$ cat src/rtl/seqdet_pkg.sv
// Shared definitions for the sequence-detector environment: the stimulus
// source state encoding and the default pattern geometry, which the detector
// benches reuse.
package seqdet_pkg;

   // Default number of bits per pattern word.
   localparam int SEQDET_WIDTH    = 8;
   // Default width of the repeat-count field.
   localparam int SEQDET_REPEAT_W = 4;

   // Serial source control states, 1-bit encoded.
   typedef enum logic {
      ST_IDLE  = 1'b0,
      ST_SHIFT = 1'b1
   } src_state_e;

endpackage : seqdet_pkg

$ cat src/rtl/serial_bit_source.sv
// Serial bit source: accepts a pattern word through a valid/ready handshake
// and plays it out MSB-first on x_out, (load_repeat + 1) times back to back.
// The advance input holds the current bit when low. Every output except
// load_ready is registered; load_ready is decoded from the state register.
module serial_bit_source
   import seqdet_pkg::*;
#(
   parameter int WIDTH    = SEQDET_WIDTH,
   parameter int REPEAT_W = SEQDET_REPEAT_W
) (
   input  logic                clock,
   input  logic                reset,
   input  logic                load_valid,
   output logic                load_ready,
   input  logic [WIDTH-1:0]    load_data,
   input  logic [REPEAT_W-1:0] load_repeat,
   input  logic                advance,
   output logic                x_out,
   output logic                x_valid,
   output logic                busy,
   output logic                done
);

   // Bit counter wide enough to index every bit of a word.
   localparam int                CNT_W    = (WIDTH > 1) ? $clog2(WIDTH) : 1;
   localparam logic [CNT_W-1:0]  LAST_BIT = CNT_W'(WIDTH - 1);

   // State and datapath registers.
   src_state_e          r_state;
   logic [WIDTH-1:0]    r_shift;
   logic [WIDTH-1:0]    r_shadow;
   logic [CNT_W-1:0]    r_bit_cnt;
   logic [REPEAT_W-1:0] r_rep_cnt;

   // Output registers.
   logic                r_x_out;
   logic                r_x_valid;
   logic                r_busy;
   logic                r_done;

   // Next-state values.
   src_state_e          w_state_nxt;
   logic [WIDTH-1:0]    w_shift_nxt;
   logic [WIDTH-1:0]    w_shadow_nxt;
   logic [CNT_W-1:0]    w_bit_cnt_nxt;
   logic [REPEAT_W-1:0] w_rep_cnt_nxt;
   logic                w_x_out_nxt;
   logic                w_x_valid_nxt;
   logic                w_busy_nxt;
   logic                w_done_nxt;

   // Next-state and next-output decode; every register holds by default.
   always_comb begin
      w_state_nxt   = r_state;
      w_shift_nxt   = r_shift;
      w_shadow_nxt  = r_shadow;
      w_bit_cnt_nxt = r_bit_cnt;
      w_rep_cnt_nxt = r_rep_cnt;
      w_done_nxt    = 1'b0;

      case (r_state)
         ST_IDLE: begin
            if (load_valid) begin
               w_state_nxt   = ST_SHIFT;
               w_shift_nxt   = load_data;
               w_shadow_nxt  = load_data;
               w_bit_cnt_nxt = {CNT_W{1'b0}};
               w_rep_cnt_nxt = load_repeat;
            end else begin
               w_state_nxt   = ST_IDLE;
            end
         end
         ST_SHIFT: begin
            if (!advance) begin
               // Stall: everything holds so x_out/x_valid stay stable.
               w_state_nxt = ST_SHIFT;
            end else if (r_bit_cnt != LAST_BIT) begin
               w_shift_nxt   = {r_shift[WIDTH-2:0], 1'b0};
               w_bit_cnt_nxt = r_bit_cnt + CNT_W'(1);
            end else if (r_rep_cnt != {REPEAT_W{1'b0}}) begin
               // Reload with no bubble: next MSB follows immediately.
               w_shift_nxt   = r_shadow;
               w_bit_cnt_nxt = {CNT_W{1'b0}};
               w_rep_cnt_nxt = r_rep_cnt - REPEAT_W'(1);
            end else begin
               // Final bit consumed: return to IDLE and pulse done.
               w_state_nxt   = ST_IDLE;
               w_shift_nxt   = {WIDTH{1'b0}};
               w_bit_cnt_nxt = {CNT_W{1'b0}};
               w_done_nxt    = 1'b1;
            end
         end
         default: begin
            w_state_nxt   = ST_IDLE;
            w_shift_nxt   = {WIDTH{1'b0}};
            w_bit_cnt_nxt = {CNT_W{1'b0}};
            w_rep_cnt_nxt = {REPEAT_W{1'b0}};
         end
      endcase

      // Outputs are computed from the next state so they can be registered
      // while still showing the first bit right after the accepting edge.
      w_x_valid_nxt = (w_state_nxt == ST_SHIFT);
      w_busy_nxt    = (w_state_nxt == ST_SHIFT);
      w_x_out_nxt   = w_x_valid_nxt & w_shift_nxt[WIDTH-1];
   end

   // State, datapath and output registers with synchronous reset.
   always_ff @(posedge clock) begin
      if (reset) begin
         r_state   <= ST_IDLE;
         r_shift   <= {WIDTH{1'b0}};
         r_shadow  <= {WIDTH{1'b0}};
         r_bit_cnt <= {CNT_W{1'b0}};
         r_rep_cnt <= {REPEAT_W{1'b0}};
         r_x_out   <= 1'b0;
         r_x_valid <= 1'b0;
         r_busy    <= 1'b0;
         r_done    <= 1'b0;
      end else begin
         r_state   <= w_state_nxt;
         r_shift   <= w_shift_nxt;
         r_shadow  <= w_shadow_nxt;
         r_bit_cnt <= w_bit_cnt_nxt;
         r_rep_cnt <= w_rep_cnt_nxt;
         r_x_out   <= w_x_out_nxt;
         r_x_valid <= w_x_valid_nxt;
         r_busy    <= w_busy_nxt;
         r_done    <= w_done_nxt;
      end
   end

   assign load_ready = (r_state == ST_IDLE);
   assign x_out      = r_x_out;
   assign x_valid    = r_x_valid;
   assign busy       = r_busy;
   assign done       = r_done;

endmodule : serial_bit_source
$ cat config.mk
export PLATFORM = sky130hd
export DESIGN_NAME = serial_bit_source
export DESIGN_NICKNAME = d
export VERILOG_FILES = /design/src/rtl/seqdet_pkg.sv /design/src/rtl/serial_bit_source.sv
export SDC_FILE = /design/constraint.sdc
export NUM_CORES = 1
export LEC_CHECK = 0
export BUFFER_PORTS_ARGS = -buffer_cell sky130_fd_sc_hd__buf_2
export CAP_MARGIN = 20
export CORE_MARGIN = 1.5
export CORE_UTILIZATION = 55
export CTS_BUF_LIST = sky130_fd_sc_hd__clkbuf_8
export DETAILED_ROUTE_END_ITERATION = 10
export PLACE_DENSITY = 0.78
export SETUP_SLACK_MARGIN = 0.4
export SLEW_MARGIN = 20
export SYNTH_ARGS = -nofsm -noshare
export SYNTH_HDL_FRONTEND = slang
export SYNTH_SLANG_ARGS = --single-unit
$ cat constraint.sdc
create_clock -name clock -period 2.3 [get_ports clock]
set_clock_uncertainty 0.2 [all_clocks]
set_input_delay 0.115 -clock clock [delete_from_list [all_inputs] [get_ports clock]]
set_output_delay 0.115 -clock clock [all_outputs]
set_load 0.005 [all_outputs]
* Word-level counts from Yosys, hierarchy flattened
Index checks and enable logic that the tools add are counted.
W data, S select, Z words.
** Cells by class
- Add/sub/neg operators :: 2
- Multipliers :: 0
- Div/mod/pow operators :: 0
- $lt $le $gt $ge :: 0
- Eq/ne operators :: 5
- Shift-type cells :: 0
- Multiplexer cells :: 20
- Bitwise gates (word level) :: 3
- Reduce and logical (&&, ||, !) cells :: 5
** Operators by type and width (count)
- $mux W8 :: 4
- $mux W4 :: 4
- $pmux W8 S2 :: 1
- $mux W3 :: 3
- $pmux W4 S2 :: 1
- $ne A2 B2 Y1 const B :: 3
- $pmux W3 S2 :: 1
- $mux W1 :: 5
- $reduce_and A2 Y1 :: 2
- $reduce_and A4 Y1 :: 1
- $reduce_bool A4 Y1 :: 1
- $reduce_or A4 Y1 :: 1
- $sub A4 B1 Y4 const B :: 1
- $add A3 B1 Y3 const B :: 1
- $ne A3 B3 Y1 const B :: 1
- $ne A2 B1 Y1 const B :: 1
- $not A1 Y1 :: 2
- $pmux W1 S2 :: 1
- $and A1 B1 Y1 :: 1
** Word-level totals
- Register bits :: 26
- Latch bits :: 0
- RAM bits :: 0
- ROM bits :: 0
- Word-level logic and storage cells :: 43
- Memories kept :: 0

* Longest topological paths before layout
- Depth after elaboration :: 6
- Depth in mapped cells :: 8

* Worst setup path after synthesis
OpenSTA, ideal clock, no wires.
- Kind :: register to register
- From :: reg r_bit_cnt[0]
- To :: reg r_shift[0]
- Library setup time :: 0.128 ns
- Arrival time :: 1.330 ns
- Setup slack :: 0.643 ns
- Cell stages (with the launch flop) :: 8
- Period minus slack after synthesis :: 1.657 ns
- Cell sequence :: dfxtp_1 ha_1 ha_1 buf_2 nand3_1 nor2_1 a222oi_1 nor2_1
** Between the ends
- Word-level cells in the longest chain between the ends :: 4
** RTL lines
- start: declaration :: RTL line serial_bit_source.sv:32 : logic [CNT_W-1:0] r_bit_cnt;
- start signal: assignment :: RTL line serial_bit_source.sv:114 : r_bit_cnt <= {CNT_W{1'b0}};
- start signal: assignment :: RTL line serial_bit_source.sv:124 : r_bit_cnt <= w_bit_cnt_nxt;
- $ne A3 B3 Y1 :: RTL line serial_bit_source.sv:77 : end else if (r_bit_cnt != LAST_BIT) begin
- $mux W8 :: RTL line serial_bit_source.sv:77
- $mux W8 :: RTL line serial_bit_source.sv:74 : if (!advance) begin
- $pmux W8 S2 :: RTL line serial_bit_source.sv:61 : case (r_state)
- end signal: assignment :: RTL line serial_bit_source.sv:112 : r_shift <= {WIDTH{1'b0}};
- end signal: assignment :: RTL line serial_bit_source.sv:122 : r_shift <= w_shift_nxt;
- end: declaration :: RTL line serial_bit_source.sv:30 : logic [WIDTH-1:0] r_shift;
Every way passes these cells. The select of a mux whose other input is x is not followed.
A chain may end at the register's enable or synchronous reset.

* Final worst setup path
- From :: reg r_rep_cnt[0]
- To :: reg r_rep_cnt[2]
** Between the ends
- Word-level cells in the longest chain between the ends :: 5
- Elaborated cells between the ends (all ways) :: 8
** RTL lines
- start: declaration :: RTL line serial_bit_source.sv:33 : logic [REPEAT_W-1:0] r_rep_cnt;
- start signal: assignment :: RTL line serial_bit_source.sv:115 : r_rep_cnt <= {REPEAT_W{1'b0}};
- start signal: assignment :: RTL line serial_bit_source.sv:125 : r_rep_cnt <= w_rep_cnt_nxt;
- $sub A4 B1 Y4 :: RTL line serial_bit_source.sv:84 : w_rep_cnt_nxt = r_rep_cnt - REPEAT_W'(1);
- $mux W4 :: RTL line serial_bit_source.sv:80 : end else if (r_rep_cnt != {REPEAT_W{1'b0}}) begin
- $mux W4 :: RTL line serial_bit_source.sv:77
- $mux W4 :: RTL line serial_bit_source.sv:74
- $pmux W4 S2 :: RTL line serial_bit_source.sv:61
Parallel ways exist; a longest one is shown, timed or not. The select of a mux whose other input is x is not followed.

==> run summary <==
The post-route netlist has 20.54% of its cells at a drive strength greater than 1. Of all flip-flops after synthesis, the portion carrying an async set or reset was 0%. The net count of the finished layout is between 200 and 250. The number of register bits inferred by synthesis came out at 26. In this run the static leakage power is between 0.6 and 0.7 nW. The die extent in y is 50 um.

The placed standard-cell area came out at 1323 um^2. The detail route stage leaves a number of antenna-violating nets equal to 0. The clock period minus worst slack is 1815 ps. The measured slew at the worst slew-check pin came out at 463.4 ps. After floorplanning, the core was sized to cover ~2000 um^2.

The master cell of the clock root buffer is sky130_fd_sc_hd__clkbuf_8. The clock sink count is 26. The checks that failed: hold timing. Using the TritonRoute via totals, the vias-per-cell ratio works out to 5.476. The gate count of the mapped netlist came out at 157.

The number of vias after detailed routing came out at about 1200. After detailed routing, the number of remaining DRC violations is 0. Relative to the synthesized area, the layout overhead comes to 24.61%.

The count of inserted antenna diode cells came out at 0. The starting DRC count in detailed routing came out at 34. The area of the mapped netlist came out at 1215 um^2. The critical path in this run is classified as flop to flop. The post-layout worst setup margin is 484.7 ps. The congestion estimate from routability-driven global placement came to roughly 0.81. The highest net fanout along the worst path came out at 5. The largest vdd supply drop is 0.4515 mV. The total global routing track utilization came out at 24.16%.

The number of setup violations in the final report is 0. The total routed wirelength is 2843 um. The count of final max-slew check failures is 0. The worst slack after detailed placement is 184.9 ps. Of the available clock period, the critical path in the final layout requires between 70 and 80%. The minimum hold slack came out at -5.201 ps.

The flow ran to the end, but the final reports show violations. The clock tree from TritonCTS is built. Dividing the detail-routed wire length by the instance count gives 13.41 um. The die footprint came out at 2500 um^2.

The portion of the post-synthesis area used by sequential elements came out at 42.84%. The die is 50 um wide. The first global-routing pass estimated approximately 4700 um of wire. The overall overflow remaining after global route is 0.

The worst slew margin relative to its limit is 69.11%. Setup repair after global routing could not meet its margin everywhere. The most used flip-flop cell after synthesis is sky130_fd_sc_hd__dfxtp_1. The number of max-cap violations is 0. Once layout is done, the placed cells without fillers occupy 1514 um^2. Synthesis produced a netlist with a net count of 176. The via count of the first global-routing pass is 1069. The signal arrival time at the worst endpoint is roughly 1800 ps. The clock edge transition at the registers on the reported setup and hold paths came out at about 80 ps.

The startpoint class of the critical path is a flop. The count of yosys warnings during synthesis came out at 0. The number of different library cells in the post-synthesis netlist came out at 34. The number of search-and-repair iterations in the first detailed-routing pass came out at 4.

Clock latency on the worst-skew pair, taken at its later pin, is between 200 and 300 ps. CTS built an H-tree with a depth of 1. The core utilization of the finished layout is 74.88%. The number of ports placed on the die boundary is 21. The site row count came out at 16. The number of buffers created by CTS came out at 3. In this run the power density over the cells is just under 700 nW/um^2. The count of buffers added on input and output ports is 20. The fmax is about 550 MHz. The number of fillers in the final layout is ~150. The synthesized area per cell came out at 7.738 um^2. The final count of hold timing violations came out at 1. The largest net degree at the start of global routing is 27.

The clock passes through at most 2 buffers. The required time of the worst setup path is 2300 ps. The count of flip-flops with a built-in enable after synthesis is 0. In this run the worst hold path is classified as input port to flop. The final total power came out at 0.001045 W. The initial core utilization is between 60% and 70%.

After routing, the total negative slack on setup checks comes to 0 ps. The nature of the critical path endpoint is a flop. The initial antenna violation count is 0.

Detailed placement finished with a half-perimeter wire length of 1893 um.
## critical path, stage by stage (launching register included)
cell	delay, ps
sky130_fd_sc_hd__dfxtp_1	370
sky130_fd_sc_hd__inv_1	80
sky130_fd_sc_hd__ha_2	200
sky130_fd_sc_hd__or3b_4	420
sky130_fd_sc_hd__a31oi_4	240
sky130_fd_sc_hd__o21ai_1	100
sky130_fd_sc_hd__a21oi_1	150
## layer usage
| metal | track usage, % | wire length (um) | up-vias |
|---|---|---|---|
| met5 | 0 | 0 | - |
| met1 | 32.33 | 1290 | 526 |
| li1 | - | - | 587 |
| met2 | 39.47 | 1334 | 39 |
| met4 | 8.333 | 60 | 0 |
| met3 | 3.333 | 158 | 9 |
## logic make-up after synthesis
family	Yosys count	synth area share (%)
flops	26	42.84
simple gates	67	24.82
compound gates	39	21.01
mux	1	0.8239
buf+inv	21	7.415
fa+ha+maj	3	3.090
## cells in the final DEF (no fill, tap or decap), drive strengths merged, types with 3 or more instances in the layout
cell and count:
ha 3, nor3 4, dlygate4sd3 9, inv 10, buf 25, o21ai 4
nor2 17, a31oi 7, dfxtp 26, o22ai 6, a21oi 14, nand2 37
clkbuf 3, a22oi 3
## power breakdown
part / total (W) / internal [W] / switching, W
sequential: 0.000495 / 0.000475 / 0.0000195
combinational: 0.000174 / 0.0000820 / 0.0000925
clock: 0.000376 / 0.000233 / 0.000143
## path summary, 6_finish.rpt
check        slack [ps]         start  cells after the start           end
max                 480  r_rep_cnt[0]                      6  r_rep_cnt[2]
min                  -5       advance                      3          done
max reg2reg         480  r_rep_cnt[0]                      6  r_rep_cnt[2]
min reg2reg         260   r_shadow[4]                      2   r_shadow[4]
## cell type report
class,count,area (um^2),share of cell area [%]
multi-input combinational,110,619.3,40.91
timing repair buffer,34,227.7,15.04
tap,27,33.78,2.231
clock inverter,1,30.03,1.983
clock buffer,3,41.29,2.727
sequential,26,520.5,34.38
inverter,11,41.29,2.727
## synthesized netlist by cell type (all sizes together), types with 3 or more instances
master	n	share of area, %
buf	7	3.1
nor2	17	5.5
nor3	4	1.6
a22oi	3	1.9
a31oi	7	4.8
inv	10	3.1
o21ai	4	2.0
clkbuf	3	0.93
o22ai	6	3.1
ha	3	3.1
nand2	37	11
a21oi	14	5.8
dfxtp	26	43
## metrics by stage
| stage | cells | hold WS (ps) |
|---|---|---|
| finish | 212 | -5.201 |
| global route | 212 | 13.88 |
| CTS | 210 | 11.68 |
| detailed placement | 197 | 176.1 |
| global placement | 197 | 174.0 |
| floorplan | 157 | 50.96 |
## state kept, by name, summed over array words and instances (netlist names)
name	flops
r_shadow	8
r_shift	8
r_rep_cnt	4
r_bit_cnt	3
busy	1
done	1
x_out	1
## timing repair
action                                  in CTS  in global routing
hold buffers                                 9                  0
endpoints found under the hold margin       16                  0
endpoints found under the setup margin       5                  6
gates resized for setup                      1                  3
buffers inserted                             0                  2
Note: power is estimated with default switching activity, not from simulation.
